===== src/rtl/tpu_pkg.sv =====
// Shared types for the systolic array datapath: element width, element type
// and the two-element row produced at the south edge of the array.
package tpu_pkg;

    localparam int DATA_W = 16;

    typedef logic [DATA_W-1:0] fixed_t;

    typedef struct packed {
        fixed_t c1;
        fixed_t c2;
    } row_t;

endpackage


===== src/rtl/systolic_output_collector_row_fifo.sv =====
// row_fifo: synchronous show-ahead FIFO of row_t. The head entry is always
// visible on dout; the caller guarantees no push when full without a pop and
// no pop when empty.
module row_fifo
    import tpu_pkg::*;
#(
    parameter int DEPTH = 8
) (
    input  logic                       clk,
    input  logic                       rst,
    input  logic                       push,
    input  logic                       pop,
    input  row_t                       din,
    output row_t                       dout,
    output logic [$clog2(DEPTH+1)-1:0] count,
    output logic                       full,
    output logic                       empty
);

    localparam int PTR_W = $clog2(DEPTH);
    localparam int CNT_W = $clog2(DEPTH+1);
    localparam logic [CNT_W-1:0] CNT_ONE  = CNT_W'(1);
    localparam logic [CNT_W-1:0] CNT_FULL = CNT_W'(DEPTH);

    row_t             r_mem [DEPTH];
    logic [PTR_W-1:0] r_wr_ptr;
    logic [PTR_W-1:0] r_rd_ptr;
    logic [CNT_W-1:0] r_count;

    // Storage write; contents are don't-care after reset because pointers restart
    always_ff @(posedge clk) begin
        if (push) begin
            r_mem[r_wr_ptr] <= din;
        end
    end

    // Pointer advance; power-of-two depth makes the natural overflow the wrap
    always_ff @(posedge clk) begin
        if (rst) begin
            r_wr_ptr <= '0;
            r_rd_ptr <= '0;
        end else begin
            if (push) r_wr_ptr <= r_wr_ptr + 1'b1;
            if (pop)  r_rd_ptr <= r_rd_ptr + 1'b1;
        end
    end

    // Occupancy tracked independently of the pointers so full and empty are unambiguous
    always_ff @(posedge clk) begin
        if (rst) begin
            r_count <= '0;
        end else begin
            case ({push, pop})
                2'b10:   r_count <= r_count + CNT_ONE;
                2'b01:   r_count <= r_count - CNT_ONE;
                default: r_count <= r_count;
            endcase
        end
    end

    assign dout  = r_mem[r_rd_ptr];
    assign count = r_count;
    assign full  = (r_count == CNT_FULL);
    assign empty = (r_count == '0);

endmodule


===== src/rtl/systolic_output_collector.sv =====
// systolic_output_collector: de-skews the two south-edge column outputs of the
// 2x2 systolic array (column 2 lags column 1 by one cycle) into aligned rows,
// buffers them in a show-ahead row FIFO and offers them on a ready/valid port.
// Optional build macro OUTPUT_RELU_EN: clamp negative elements to zero at push.
module systolic_output_collector
    import tpu_pkg::*;
#(
    parameter int DEPTH = 8
) (
    input  logic                       clk,
    input  logic                       rst,
    input  logic                       clear,
    input  logic [DATA_W-1:0]          col1_data_in,
    input  logic                       col1_valid_in,
    input  logic [DATA_W-1:0]          col2_data_in,
    input  logic                       col2_valid_in,
    output logic                       out_valid,
    input  logic                       out_ready,
    output logic [DATA_W-1:0]          out_data_1,
    output logic [DATA_W-1:0]          out_data_2,
    output logic [$clog2(DEPTH+1)-1:0] count,
    output logic                       overflow,
    output logic                       misalign
);

    function automatic fixed_t apply_relu(input fixed_t x);
`ifdef OUTPUT_RELU_EN
        apply_relu = x[DATA_W-1] ? '0 : x;
`else
        apply_relu = x;
`endif
    endfunction

    logic   w_flush;
    logic   r_pend_vld_p0;
    fixed_t r_pend_data_p0;
    logic   w_form;
    logic   w_mis;
    logic   w_push;
    logic   w_pop;
    logic   w_drop;
    logic   w_full;
    logic   w_empty;
    row_t   w_row;
    row_t   w_head;
    logic   r_overflow;
    logic   r_misalign;

    assign w_flush = rst | clear;

    // Stage p0 control: column-1 valid held one cycle to meet the lagging column 2
    always_ff @(posedge clk) begin
        if (w_flush) r_pend_vld_p0 <= 1'b0;
        else         r_pend_vld_p0 <= col1_valid_in;
    end

    // Stage p0 data: column-1 sample, qualified only by r_pend_vld_p0
    always_ff @(posedge clk) begin
        r_pend_data_p0 <= col1_data_in;
    end

    // Pairing: both halves present forms a row; exactly one present is a misalignment.
    // A pop frees a slot on the same edge, so a full FIFO still accepts when out_ready.
    assign w_form  = col2_valid_in & r_pend_vld_p0;
    assign w_mis   = col2_valid_in ^ r_pend_vld_p0;
    assign w_pop   = ~w_empty & out_ready;
    assign w_push  = w_form & (~w_full | out_ready);
    assign w_drop  = w_form & w_full & ~out_ready;
    assign w_row   = {apply_relu(r_pend_data_p0), apply_relu(col2_data_in)};

    // Sticky error flags, cleared only by rst or clear
    always_ff @(posedge clk) begin
        if (w_flush) begin
            r_overflow <= 1'b0;
            r_misalign <= 1'b0;
        end else begin
            if (w_drop) r_overflow <= 1'b1;
            if (w_mis)  r_misalign <= 1'b1;
        end
    end

    row_fifo #(
        .DEPTH (DEPTH)
    ) u_row_fifo (
        .clk   (clk),
        .rst   (w_flush),
        .push  (w_push),
        .pop   (w_pop),
        .din   (w_row),
        .dout  (w_head),
        .count (count),
        .full  (w_full),
        .empty (w_empty)
    );

    // Head row is masked to zero when nothing is stored
    assign out_valid  = ~w_empty;
    assign out_data_1 = w_empty ? '0 : w_head.c1;
    assign out_data_2 = w_empty ? '0 : w_head.c2;
    assign overflow   = r_overflow;
    assign misalign   = r_misalign;

endmodule


===== config.mk =====
export PLATFORM = sky130hd
export DESIGN_NAME = systolic_output_collector
export DESIGN_NICKNAME = d
export VERILOG_FILES = /design/src/rtl/tpu_pkg.sv /design/src/rtl/systolic_output_collector_row_fifo.sv /design/src/rtl/systolic_output_collector.sv
export SDC_FILE = /design/constraint.sdc
export NUM_CORES = 1
export LEC_CHECK = 0
export ABC_AREA = 1
export BUFFER_PORTS_ARGS = -buffer_cell sky130_fd_sc_hd__buf_2
export CORE_MARGIN = 2
export CORE_UTILIZATION = 31
export CTS_CLUSTER_DIAMETER = 80
export DETAILED_ROUTE_END_ITERATION = 7
export PLACE_DENSITY = 0.53
export SYNTH_ARGS = -nofsm -noshare
export SYNTH_HDL_FRONTEND = slang
export SYNTH_SLANG_ARGS = --single-unit

===== constraint.sdc =====
create_clock -name clk -period 4.22 [get_ports clk]
set_clock_uncertainty 0.2 [all_clocks]
set_input_delay 0.633 -clock clk [delete_from_list [all_inputs] [get_ports clk]]
set_output_delay 0.633 -clock clk [all_outputs]
set_load 0.05 [all_outputs]

==> results of run 1 <==
## per-layer routing
metal | GRT usage (%) | up-vias
li1 | - | 3334
met1 | 17.7 | 3284
met2 | 22.1 | 123
met3 | 2.30 | 38
met4 | 4.10 | 0
met5 | 0 | -
## per-stage QoR
step	power (mW)	hold WS, ps
detailed placement	3.61	250
finish	6.43	35.0
global placement	3.61	249
floorplan	3.48	248
global route	6.65	19.1
CTS	6.50	2.10
## critical path: cells and delay by family (launching register included)
kind | cells | cell delay, ps
buf+inv | 2 | 850
compound gates | 2 | 190
simple gates | 4 | 490
flops | 1 | 710
## kinds of logic (layout without fill, tap and decap cells)
kind of cell | after synthesis | in the layout | share of synthesized area (%)
AOI/OAI and AO/OA | 208 | 208 | 10.5
xor gates and xnor gates | 3 | 3 | 0.236
adders and majority gates | 6 | 6 | 0.673
buffers and inverters | 72 | 186 | 3.49
DFF | 288 | 288 | 74.7
and+or+nand+nor | 303 | 303 | 10.4
## final cells by class
type	count	area [um2]
clock buffers	45	923
clock inverters	16	193
fillers	3429	22200
inverters	21	80.1
multi-input cells	520	2490
flip-flops and latches	288	8340
well taps	461	577
repair buffers	104	643
## cell usage in the layout (no fill, tap or decap), drive strengths merged
cell,netlist,layout
o21a,1,1
a21oi,7,7
dlygate4sd3,0,11
dfxtp,32,32
edfxtp,256,256
a211oi,1,1
clkinv,0,13
ha,6,6
nor2,245,245
clkbuf,23,45
and3,1,1
nand4,1,1
xor2,2,2
nand2,49,49
bufinv,0,3
o22ai,32,32
buf,28,93
xnor2,1,1
nor3,1,1
o21ai,135,135
o211ai,32,32
or2,1,1
inv,21,21
nand3,5,5
## registers in the layout (all words and copies together), names as in the netlist, named ones only
name,cells
u_row_fifo.r_mem,256
u_row_fifo.r_wr_ptr,3
overflow,1
misalign,1
u_row_fifo.r_rd_ptr,3
r_pend_data_p0,16
r_pend_vld_p0,1
u_row_fifo.count,4
## where the power goes
part | switching [mW] | internal, mW
sequential | 0.0346 | 3.12
combinational | 0.294 | 0.104
clock | 1.13 | 1.74
## repair_timing
item | CTS | global route
buffers inserted | 0 | 0
endpoints found under the hold margin | 10 | 1
hold buffers | 10 | 1
## final timing paths
kind,endpoint,slack [ps],start
min,r_pend_data_p0[3],40,col1_data_in[3]
min reg2reg,overflow,270,overflow
max,out_data_1[0],560,flop
max reg2reg,u_row_fifo.count[2],1330,u_row_fifo.count[0]
==> impl_summary.log, run 1 <==
[metrics] clock edge transition at the registers on the reported setup and hold paths: 50 ps
[metrics] CTS Root Buffer Type: sky130_fd_sc_hd__clkbuf_16
[metrics] final instance area: 13200 um2
[metrics] Post-DP Area: 12000 um2
[metrics] number of max-cap violations: 0
[metrics] first-pass iteration count of the detailed router: 4
[metrics] highest metal layer used by the detailed router: met4
[metrics] y dimension of the die: 194 um
[metrics] RSZ-0062 raised after global routing: no
[metrics] maximum vdd ir drop: 0.312 mV
[metrics] Yosys top cell area share: 69.0%
[metrics] number of placed I/O pins: 77
[metrics] asr flop ratio synth: 0%
[metrics] Num Clock Sinks: 288
[metrics] vias: 6779
[metrics] post-route clock period utilization: 86.7%
[metrics] count of unique library cells instantiated by Yosys: 30
[metrics] pin count of the biggest net entering global routing: 77
[metrics] predominant post-synthesis flop cell: sky130_fd_sc_hd__edfxtp_1
[metrics] number of cells on the worst reg-to-reg path: 11
[metrics] Final Critical Period: 3660 ps
[metrics] total core area: 35500 um2
[metrics] Post-CTS Resized: 0
[metrics] buffer depth of the longest clock path: 3
[metrics] final core area utilization: 37.3%
[metrics] worst slew margin relative to its limit: 40.4%
[metrics] H-tree Lvls: 2
[metrics] routed wire length per instance: 17.1 um
[metrics] net count after synthesis: 924
[metrics] cell count after synthesis: 880
[metrics] remaining global-route overflow: 0
[metrics] total power density per cell area: 485 nW/um2
[metrics] transition at the pin with the smallest max-transition slack: 893 ps
[metrics] Detail Route Antenna Nets: 0
[metrics] instance count after placement with tap cells included: 1383
[metrics] Fmax: 0.273 GHz
[metrics] most used cell along the critical path: sky130_fd_sc_hd__nor2_1
[metrics] I/O Buffers: 76
[metrics] required time of the critical path: 3390 ps
[metrics] ratio of cells with drive above 1 in the final layout: 16.0%
[metrics] GR Util All Layers: 13.2%
[metrics] synthesized area divided by synthesized cell count: 12.7 um2
[metrics] detailed placer's ending HPWL: 13900 um
[metrics] kind of end point of the critical path: output port
[metrics] min-delay worst type: input pin to flop
[metrics] post-synthesis instance area: 11100 um2
[metrics] Final #Nets: 1013
[metrics] cell-by-cell listing of the critical path: buf_4, nor2_1, nor2_1, o21ai_0, o211ai_1, nand2_1, nor2_1, buf_2
[metrics] DRC violations left: 0
[metrics] Vias/cell: 4.66
[metrics] first-pass GRT wire length: 38900 um
[metrics] sum of met3 wire segment lengths after detailed routing: 970 um
[metrics] post-synthesis sequential area ratio: 74.7%
[metrics] final setup violating endpoints: 0
[metrics] area of the die: 37500 um2
[metrics] final number of max-transition violations: 0
[metrics] Crit path arrival time: 2820 ps
[metrics] Worst path slowest cell: sky130_fd_sc_hd__dfxtp_4
[metrics] cell type with the highest aggregate area in the netlist: sky130_fd_sc_hd__edfxtp_1
[metrics] latest clock arrival within the worst-skew pair: 510 ps
[metrics] width of the chip: 194 um
[metrics] register bit count reported by yosys: 288
[metrics] critical path class: flop to output port
[metrics] most repeated cell in the gate-level netlist after synthesis: sky130_fd_sc_hd__edfxtp_1
[metrics] final cell count without fillers: 1455
[metrics] final sum of negative setup slack: 0 ps
[metrics] max incr delay on CP: 710 ps
[metrics] CTS tree: done
[metrics] post-place setup slack: 1020 ps
[metrics] vias in the first global route: 6687
[metrics] total detailed-routing wirelength: 24900 um
[metrics] Initial Utilization: 31.4%
[metrics] most used standard cells in the synthesized netlist: sky130_fd_sc_hd__edfxtp_1, sky130_fd_sc_hd__nor2_1, sky130_fd_sc_hd__o21ai_0
[metrics] number of synthesized flops with an enable pin: 256
[metrics] Worst Hold Depth: 1
[metrics] row count: 69
[metrics] Ys Warns: 0
[metrics] Syn-to-layout area delta: 18.8%
[metrics] CP max FO: 58
[metrics] cts bufs inserted: 34
[metrics] number of antenna cells inserted: 0
[metrics] RD Place Congestion: 0.702
[metrics] P_leak: 4.60 nW
[metrics] minimum setup slack in the final design: 562 ps
[metrics] met1 routed wirelength after detailed routing: 11300 um
[metrics] run status: finished clean
[metrics] antenna violations before repair: 0
[metrics] detailed-routed wire length on met2: 12100 um
[metrics] startpoint type of the worst setup path: flop
[metrics] number of hold violations in the final report: 0
[metrics] top post-synthesis cells by area: sky130_fd_sc_hd__edfxtp_1, sky130_fd_sc_hd__nor2_1, sky130_fd_sc_hd__o21ai_0
[metrics] number of design-rule violations left by the first detailed-router iteration: 388
(Power assumes the default switching activity.)
==> inputs of run 2 (changes only) <==
--- a/config.mk
+++ b/config.mk
@@ -11,7 +11,8 @@
 export CORE_UTILIZATION = 31
 export CTS_CLUSTER_DIAMETER = 80
 export DETAILED_ROUTE_END_ITERATION = 7
-export PLACE_DENSITY = 0.53
+export PLACE_DENSITY = 0.52
 export SYNTH_ARGS = -nofsm -noshare
 export SYNTH_HDL_FRONTEND = slang
+export SYNTH_HIERARCHICAL = 1
 export SYNTH_SLANG_ARGS = --single-unit
==> run 2 against run 1 <==
Against the previous run: flip-flop and latch count stayed put; setup slack improved by 280 ps; fmax is 8.4% higher; via count increased by 0.77%; first-iteration DRC count decreased by 8.0%; critical path depth increased by 2; clock power fell by 10%; critical endpoint is now out_data_1[3].
==> impl_summary.log, run 2 <==
[metrics] largest family of logic cells by synthesized area: simple AND/OR/NAND/NOR gates (was compound AO/OA/AOI/OAI gates)
[metrics] adder-cell share of the synthesized area: 0.661% (was 0.673%)
[metrics] share of cell area taken by muxes after synthesis: 2.82% (was 0%)
[metrics] Yosys top cell area share: 67.7% (was 69.0%)
[metrics] number of antenna cells inserted: 0 (unchanged)
[metrics] P_leak: 4.81 nW (was 4.60 nW)
[metrics] global route hottest layer: met2 (unchanged)
[metrics] net count after synthesis: 953 (was 924)
[metrics] final sum of negative setup slack: 0 ps (unchanged)
[metrics] run status: finished clean (unchanged)
[metrics] most common library cell in the layout ignoring fill and taps: sky130_fd_sc_hd__edfxtp_1 (unchanged)
[metrics] first-pass GRT wire length: 39100 um (was 38900 um)
[metrics] remaining global-route overflow: 0 (unchanged)
[metrics] ratio of cells with drive above 1 in the final layout: 15.5% (was 16.0%)
[metrics] count of unique library cells instantiated by Yosys: 29 (was 30)
[metrics] synthesized area divided by synthesized cell count: 12.5 um2 (was 12.7 um2)
[metrics] Final Critical Period: 3370 ps (was 3660 ps)
[metrics] CTS Hold Bufs: 14 (was 10)
[metrics] post-route clock period utilization: 80.0% (was 86.7%)
[metrics] vias in the first global route: 7014 (was 6687)
[metrics] register bit count reported by yosys: 288 (unchanged)
[metrics] detailed placer's ending HPWL: 13800 um (was 13900 um)
[metrics] number of hold violations in the final report: 0 (unchanged)
[metrics] total detailed-routing wirelength: 24600 um (was 24900 um)
[metrics] area of the die: 38200 um2 (was 37500 um2)
[metrics] buffer depth of the longest clock path: 3 (unchanged)
[metrics] worst slew margin relative to its limit: 44.5% (was 40.4%)
[metrics] Vias/cell: 4.57 (was 4.66)
[metrics] worst hold slack: 44.3 ps (was 35.0 ps)
[metrics] largest register by flop count: u_row_fifo/r_mem (was u_row_fifo.r_mem)
[metrics] CP max FO: 80 (was 58)
[metrics] Num Clock Sinks: 288 (unchanged)
[metrics] Final #Nets: 1046 (was 1013)
[metrics] Internal Power: 4.74 mW (was 4.97 mW)
[metrics] predominant post-synthesis flop cell: sky130_fd_sc_hd__edfxtp_1 (unchanged)
[metrics] asr flop ratio synth: 0% (unchanged)
[metrics] required time of the critical path: 3390 ps (about the same)
[metrics] Sw Ratio: 22.5% (was 22.7%)
[metrics] total power density per cell area: 456 nW/um2 (was 485 nW/um2)
[metrics] critical path class: flop to output port (unchanged)
[metrics] Critical R2R Launch: u_row_fifo/count[0] (was u_row_fifo.count[0])
[metrics] fraction of met1 tracks used by global routing: 17.8% (was 17.7%)
[metrics] kind of end point of the critical path: output port (unchanged)
[metrics] vias: 6831 (was 6779)
[metrics] CTS tree: done (unchanged)
[metrics] met3 global-route usage: 1.93% (was 2.30%)
[metrics] final number of max-transition violations: 0 (unchanged)
[metrics] P_sw: 1.38 mW (was 1.46 mW)
[metrics] area fraction in compound gates after synthesis: 8.14% (was 10.5%)
[metrics] pin count of the biggest net entering global routing: 97 (was 77)
[metrics] cts bufs inserted: 31 (was 34)
[metrics] latest clock arrival within the worst-skew pair: 550 ps (was 510 ps)
[metrics] flip-flop count of the largest register after layout: 256 (unchanged)
[metrics] transition at the pin with the smallest max-transition slack: 831 ps (was 893 ps)
[metrics] power share of the clock group: 42.1% (was 44.7%)
[metrics] Detail Route Antenna Nets: 0 (unchanged)
[metrics] H-tree Lvls: 1 (was 2)
[metrics] I/O Buffers: 76 (unchanged)
[metrics] number of buffers inserted to repair setup after CTS: 0 (unchanged)
[metrics] number of max-cap violations: 0 (unchanged)
[metrics] total core area: 36300 um2 (was 35500 um2)
[metrics] cell count after synthesis: 909 (was 880)
[metrics] Post-CTS Resized: 0 (unchanged)
[metrics] minimum setup slack in the final design: 845 ps (was 562 ps)
[metrics] CTS Root Buffer Type: sky130_fd_sc_hd__clkbuf_16 (unchanged)
[metrics] GR Util All Layers: 13.0% (was 13.2%)
[metrics] width of the chip: 195 um (was 194 um)
[metrics] cell type with the highest aggregate area in the netlist: sky130_fd_sc_hd__edfxtp_1 (unchanged)
[metrics] Fmax: 0.296 GHz (was 0.273 GHz)
[metrics] fraction of synthesized cell area in xor and xnor cells: 0.231% (was 0.236%)
[metrics] post-synthesis instance area: 11400 um2 (was 11100 um2)
[metrics] y dimension of the die: 195 um (was 194 um)
[metrics] maximum vdd ir drop: 0.288 mV (was 0.312 mV)
[metrics] first-pass iteration count of the detailed router: 5 (was 4)
[metrics] final core area utilization: 36.9% (was 37.3%)
[metrics] simple logic cell fraction of the synthesized area: 10.3% (was 10.4%)
[metrics] DRC violations left: 0 (unchanged)
[metrics] leading cell types in the layout, fill and taps excluded: sky130_fd_sc_hd__edfxtp_1, sky130_fd_sc_hd__nor2_1, sky130_fd_sc_hd__nand2_1 (was sky130_fd_sc_hd__edfxtp_1, sky130_fd_sc_hd__nor2_1, sky130_fd_sc_hd__o21ai_0)
[metrics] Syn-to-layout area delta: 18.2% (was 18.8%)
[metrics] row count: 70 (was 69)
[metrics] final setup violating endpoints: 0 (unchanged)
[metrics] number of fill cells: 3514 (was 3429)
[metrics] min-delay worst type: input pin to flop (unchanged)
[metrics] global routing met2 resource utilization: 21.9% (was 22.1%)
[metrics] most repeated cell in the gate-level netlist after synthesis: sky130_fd_sc_hd__edfxtp_1 (unchanged)
[metrics] post-synthesis sequential area ratio: 73.4% (was 74.7%)
[metrics] most used standard cells in the synthesized netlist: sky130_fd_sc_hd__edfxtp_1, sky130_fd_sc_hd__nor2_1, sky130_fd_sc_hd__nand2_1 (was sky130_fd_sc_hd__edfxtp_1, sky130_fd_sc_hd__nor2_1, sky130_fd_sc_hd__o21ai_0)
[metrics] sequential fraction of design power: 51.5% (was 49.1%)
[metrics] startpoint type of the worst setup path: flop (unchanged)
[metrics] post-place setup slack: 836 ps (was 1020 ps)
[metrics] top post-synthesis cells by area: sky130_fd_sc_hd__edfxtp_1, sky130_fd_sc_hd__nor2_1, sky130_fd_sc_hd__dfxtp_1 (was sky130_fd_sc_hd__edfxtp_1, sky130_fd_sc_hd__nor2_1, sky130_fd_sc_hd__o21ai_0)
[metrics] Initial Utilization: 31.2% (was 31.4%)
[metrics] logic gate share of total power: 6.4% (was 6.2%)
[metrics] number of placed I/O pins: 77 (unchanged)
[metrics] number of design-rule violations left by the first detailed-router iteration: 357 (was 388)
[metrics] RD Place Congestion: 0.740 (was 0.702)
[metrics] Ys Warns: 6 (was 0)
[metrics] number of synthesized flops with an enable pin: 256 (unchanged)
[metrics] Crit path arrival time: 2540 ps (was 2820 ps)
[metrics] RSZ-0062 raised after global routing: no (unchanged)
[metrics] hold_sp: col1_data_in[4] (was col1_data_in[3])
[metrics] antenna violations before repair: 0 (unchanged)
[metrics] routed wire length per instance: 16.4 um (was 17.1 um)
[metrics] clock edge transition at the registers on the reported setup and hold paths: 60 ps (was 50 ps)
run 2: cell count changes after synthesis, moves of 3 or more:
cell                       delta
sky130_fd_sc_hd__buf_4        +3
sky130_fd_sc_hd__nor2_1      -67
sky130_fd_sc_hd__o211ai_1    -32
sky130_fd_sc_hd__o21ai_0     -22
sky130_fd_sc_hd__inv_1       +33
sky130_fd_sc_hd__buf_6        -5
sky130_fd_sc_hd__mux2i_1     +32
sky130_fd_sc_hd__nand2_1     +65
sky130_fd_sc_hd__o21ai_1     +17
run 2: layout make-up:
class                   count  area, um2  share of cell area (%)
clock buffers              47        886                    6.60
repair buffers            110        736                    5.48
inverters                  52        196                    1.46
multi-input cells         519       2580                    19.2
well taps                 468        586                    4.36
clock inverters            11       96.3                   0.718
flip-flops and latches    288       8340                    62.1
run 2: worst paths after layout:
kind / cells after the start / end / slack (ps)
worst min register to register: 2 / overflow / 260
worst max-delay path: 10 / out_data_1[3] / 850
worst min-delay path: 1 / r_pend_data_p0[4] / 40
worst max register to register: 8 / u_row_fifo/r_mem[4][14] / 1070
run 2: routing by layer:
layer / vias to the layer above / wire length (um)
li1: 3366 / -
met1: 3324 / 11600
met2: 119 / 11700
met3: 22 / 948
met4: 0 / 258
met5: - / 0
run 2: power by group through the flow:
stage | clock [mW] | sequential (mW) | combinational [mW]
final | 2.58 | 3.15 | 0.392
after global routing | 2.76 | 3.15 | 0.433
after CTS | 2.65 | 3.15 | 0.401
after detailed placement | 0 | 3.21 | 0.390
after global placement | 0 | 3.21 | 0.388
after floorplan | 0 | 3.20 | 0.286
run 2: cells by family (layout without fill, tap and decap cells):
logic type	Yosys count	in the layout
AOI/OAI and AO/OA	174	174
xor gates and xnor gates	3	3
adders and majority gates	6	6
buffers and inverters	102	220
DFF	288	288
muxes	32	32
and+or+nand+nor	304	304
run 2: critical path, cell delays in order, from the launching register on:
cell and delay, ps:
sky130_fd_sc_hd__dfxtp_4 560, sky130_fd_sc_hd__buf_12 370, sky130_fd_sc_hd__nor2_1 90, sky130_fd_sc_hd__nor2_1 80
sky130_fd_sc_hd__o21ai_0 90, sky130_fd_sc_hd__o21ai_0 100, sky130_fd_sc_hd__nand2_1 70, sky130_fd_sc_hd__nand2_1 120
sky130_fd_sc_hd__inv_1 80, sky130_fd_sc_hd__nor2_1 100, sky130_fd_sc_hd__buf_2 270
run 2: through the flow:
stage	instance area, um2	std cells	power, mW
after global routing	13400	1495	6.35
final	13400	1495	6.12
after CTS	13400	1494	6.20
after detailed placement	12300	1422	3.60
after floorplan	11400	909	3.49
after global placement	12300	1422	3.60
==> inputs of run 3 (changes only) <==
--- a/config.mk
+++ b/config.mk
@@ -11,7 +11,7 @@
 export CORE_UTILIZATION = 31
 export CTS_CLUSTER_DIAMETER = 80
 export DETAILED_ROUTE_END_ITERATION = 7
-export PLACE_DENSITY = 0.52
+export PLACE_DENSITY = 0.54
 export SYNTH_ARGS = -nofsm -noshare
 export SYNTH_HDL_FRONTEND = slang
 export SYNTH_HIERARCHICAL = 1
==> constraint.sdc (replaced) <==
create_clock -name clk -period 3.1 [get_ports clk]
set_clock_uncertainty 0.2 [all_clocks]
set_input_delay 0.465 -clock clk [delete_from_list [all_inputs] [get_ports clk]]
set_output_delay 0.465 -clock clk [all_outputs]
set_load 0.05 [all_outputs]
==> run 3 against run 2 <==
Against the previous run: largest cell class unchanged; non-clock buffer count is 24 higher; flip-flop and latch count stayed put; via count is 0.85% higher; count of clock-buffer cells in the layout stayed put; combinational power is 46% higher; routed wire length is 0.78% higher.
==> impl_summary.log, run 3 (synthesis results as in run 2) <==
[metrics] run status: finished clean (unchanged)
[metrics] cts bufs inserted: 31 (unchanged)
[metrics] number of antenna cells inserted: 0 (unchanged)
[metrics] width of the chip: 195 um (unchanged)
[metrics] worst slew margin relative to its limit: 65.4% (was 44.5%)
[metrics] kind of end point of the critical path: output port (unchanged)
[metrics] detailed-routed wire length on met2: 11600 um (was 11700 um)
[metrics] vias in the first global route: 6986 (was 7014)
[metrics] clock edge transition at the registers on the reported setup and hold paths: 60 ps (about the same)
[metrics] number of placed I/O pins: 77 (unchanged)
[metrics] hold_sp: col2_data_in[5] (was col1_data_in[4])
[metrics] post-place setup slack: 389 ps (was 836 ps)
[metrics] Detail Route Antenna Nets: 0 (unchanged)
[metrics] CTS tree: done (unchanged)
[metrics] Worst path slowest cell: sky130_fd_sc_hd__dfxtp_4 (unchanged)
[metrics] number of design-rule violations left by the first detailed-router iteration: 453 (was 357)
[metrics] cell-by-cell listing of the critical path: inv_8, buf_4, nor2_1, o21ai_0, nand2_1, nand2_1, inv_1, nor2_1, buf_4 (was buf_12, nor2_1, nor2_1, o21ai_0, o21ai_0, nand2_1, nand2_1, inv_1, nor2_1, buf_2)
[metrics] Worst Hold Depth: 1 (unchanged)
[metrics] row count: 70 (unchanged)
[metrics] I/O Buffers: 76 (unchanged)
[metrics] Fmax: 0.343 GHz
[metrics] final cell count without fillers: 1519 (was 1495)
[metrics] Syn-to-layout area delta: 21.8% (was 18.2%)
[metrics] first-pass GRT wire length: 38800 um (was 39100 um)
[metrics] buffer depth of the longest clock path: 3 (unchanged)
[metrics] remaining global-route overflow: 0 (unchanged)
[metrics] Critical R2R Launch: u_row_fifo/count[1] (was u_row_fifo/count[0])
[metrics] flip-flop count of the largest register after layout: 256 (unchanged)
[metrics] RSZ-0062 raised after global routing: yes (was no)
[metrics] y dimension of the die: 195 um (unchanged)
[metrics] P_leak: 4.96 nW (was 4.81 nW)
[metrics] vias: 6889 (was 6831)
[metrics] setup slack of the worst register-to-register path: 440 ps (was 1070 ps)
[metrics] number of cells on the worst reg-to-reg path: 14 (was 8)
[metrics] Crit path arrival time: 2250 ps (was 2540 ps)
[metrics] Num Clock Sinks: 288 (unchanged)
[metrics] category of cells accounting for the largest share of critical-path delay: buffers and inverters (unchanged)
[metrics] met1 routed wirelength after detailed routing: 11800 um (was 11600 um)
[metrics] worst hold slack: 13.7 ps (was 44.3 ps)
[metrics] RD Place Congestion: 0.719 (was 0.740)
[metrics] minimum setup slack in the final design: 181 ps (was 845 ps)
[metrics] DRC violations left: 0 (unchanged)
[metrics] number of hold violations in the final report: 0 (unchanged)
[metrics] pin count of the biggest net entering global routing: 65 (was 97)
[metrics] maximum vdd ir drop: 0.407 mV (was 0.288 mV)
[metrics] most common library cell in the layout ignoring fill and taps: sky130_fd_sc_hd__edfxtp_1 (unchanged)
[metrics] Final #Nets: 1070 (was 1046)
[metrics] area of the die: 38200 um2 (unchanged)
[metrics] antenna violations before repair: 0 (unchanged)
[metrics] largest register by flop count: u_row_fifo/r_mem (unchanged)
[metrics] GR Util All Layers: 12.9% (was 13.0%)
[metrics] Vias/cell: 4.54 (was 4.57)
[metrics] number of max-cap violations: 0 (unchanged)
[metrics] final core area utilization: 38.0% (was 36.9%)
[metrics] post-route clock period utilization: 94.2%
[metrics] ratio of cells with drive above 1 in the final layout: 16.1% (was 15.5%)
[metrics] leading cell types in the layout, fill and taps excluded: sky130_fd_sc_hd__edfxtp_1, sky130_fd_sc_hd__nor2_1, sky130_fd_sc_hd__nand2_1 (unchanged)
[metrics] total detailed-routing wirelength: 24800 um (was 24600 um)
[metrics] critical path class: flop to output port (unchanged)
[metrics] routed wire length per instance: 16.3 um (was 16.4 um)
[metrics] final setup violating endpoints: 0 (unchanged)
[metrics] required time of the critical path: 2430 ps (was 3390 ps)
[metrics] total core area: 36300 um2 (unchanged)
[metrics] detailed placer's ending HPWL: 13300 um (was 13800 um)
[metrics] combined buffer and inverter count along the critical path: 4 (was 3)
[metrics] instance count after placement with tap cells included: 1427 (was 1422)
[metrics] min-delay worst type: input pin to flop (unchanged)
[metrics] total power density per cell area: 614 nW/um2 (was 456 nW/um2)
[metrics] highest metal layer used by the detailed router: met4 (unchanged)
[metrics] sum of met3 wire segment lengths after detailed routing: 843 um (was 948 um)
[metrics] Hold Path End: u_row_fifo/r_mem[0][5] (was r_pend_data_p0[4])
[metrics] Final Critical Period: 2920 ps
[metrics] startpoint type of the worst setup path: flop (unchanged)
[metrics] first-pass iteration count of the detailed router: 5 (unchanged)
[metrics] CP max FO: 28 (was 80)
[metrics] max incr delay on CP: 410 ps (was 560 ps)
[metrics] H-tree Lvls: 1 (unchanged)
[metrics] latest clock arrival within the worst-skew pair: 550 ps (about the same)
[metrics] transition at the pin with the smallest max-transition slack: 515 ps (was 831 ps)
[metrics] final number of max-transition violations: 0 (unchanged)
[metrics] Initial Utilization: 31.2% (unchanged)
[metrics] CTS Root Buffer Type: sky130_fd_sc_hd__clkbuf_16 (unchanged)
[metrics] reg-to-reg critical path endpoint: u_row_fifo/count[2] (was u_row_fifo/r_mem[4][14])
run 3: changes by cell type in the layout (fill, tap and decap cells not counted), moves of 2 or more:
cell	change
sky130_fd_sc_hd__buf_12	+5
sky130_fd_sc_hd__dlygate4sd3_1	+16
sky130_fd_sc_hd__clkbuf_4	+3
sky130_fd_sc_hd__buf_16	+2
sky130_fd_sc_hd__clkbuf_8	+2
sky130_fd_sc_hd__clkbuf_1	-2
sky130_fd_sc_hd__buf_2	-4
run 3: stage by stage:
stage          total power [mW]  area [um2]  TNS (ps)
2_1_floorplan              4.75       11400    -57770
3_3_place_gp               4.90       12400         0
3_5_place_dp               4.90       12400         0
4_1_cts                    8.58       13800         0
5_1_grt                    8.80       13800     -4.24
6_report                   8.48       13800         0
run 3: layout make-up:
cell class	instances	area, um2
multi-input combinational	519	2580
fill	3484	22500
clock buffer	47	906
timing repair buffer	134	1100
sequential	288	8340
clock inverter	11	116
tap	468	586
inverter	52	203
run 3: how the worst max path moves through the flow:
| stage | from | to | slack, ps | cells past startpoint |
|---|---|---|---|---|
| after global placement | col2_valid_in | u_row_fifo/count[2] | 500 | 13 |
| final | flop | out_data_1[2] | 180 | 9 |
| after floorplan | u_row_fifo/count[0] | u_row_fifo/r_mem[3][0] | -340 | 6 |
| after global routing | flop | out_data_1[4] | -4 | 10 |
| after detailed placement | col2_valid_in | u_row_fifo/count[2] | 390 | 13 |
| after CTS | flop | out_data_2[13] | 60 | 8 |
run 3: repair_timing:
action | CTS | global route
hold buffers | 31 | 0
buffers inserted | 1 | 0
hold endpoints to repair | 122 | 0
cloned | 1 | 1
endpoints found under the setup margin | 18 | 25
resized for setup | 2 | 8
run 3: report_power, final:
part           total, mW  internal, mW  switching, mW
logic              0.574         0.178          0.396
clock network       3.63          2.18           1.45
registers           4.28          4.25         0.0352
run 3: worst register-to-register path, cell delays in order, from the launching register on:
cell	delay, ps
sky130_fd_sc_hd__dfxtp_1	400
sky130_fd_sc_hd__inv_1	80
sky130_fd_sc_hd__nand2_1	100
sky130_fd_sc_hd__nor3_1	70
sky130_fd_sc_hd__a21boi_0	450
sky130_fd_sc_hd__inv_1	220
sky130_fd_sc_hd__ha_1	300
sky130_fd_sc_hd__nand2_1	80
sky130_fd_sc_hd__inv_1	50
sky130_fd_sc_hd__nor2_1	120
sky130_fd_sc_hd__ha_1	160
sky130_fd_sc_hd__a21oi_1	50
sky130_fd_sc_hd__xnor2_1	130
sky130_fd_sc_hd__o21ai_0	140
sky130_fd_sc_hd__inv_1	50
run 3: layer usage:
layer / GRT usage (%) / vias up
met5: 0 / -
met4: 3.05 / 0
met3: 2.11 / 37
met2: 21.6 / 119
met1: 17.7 / 3317
li1: - / 3416
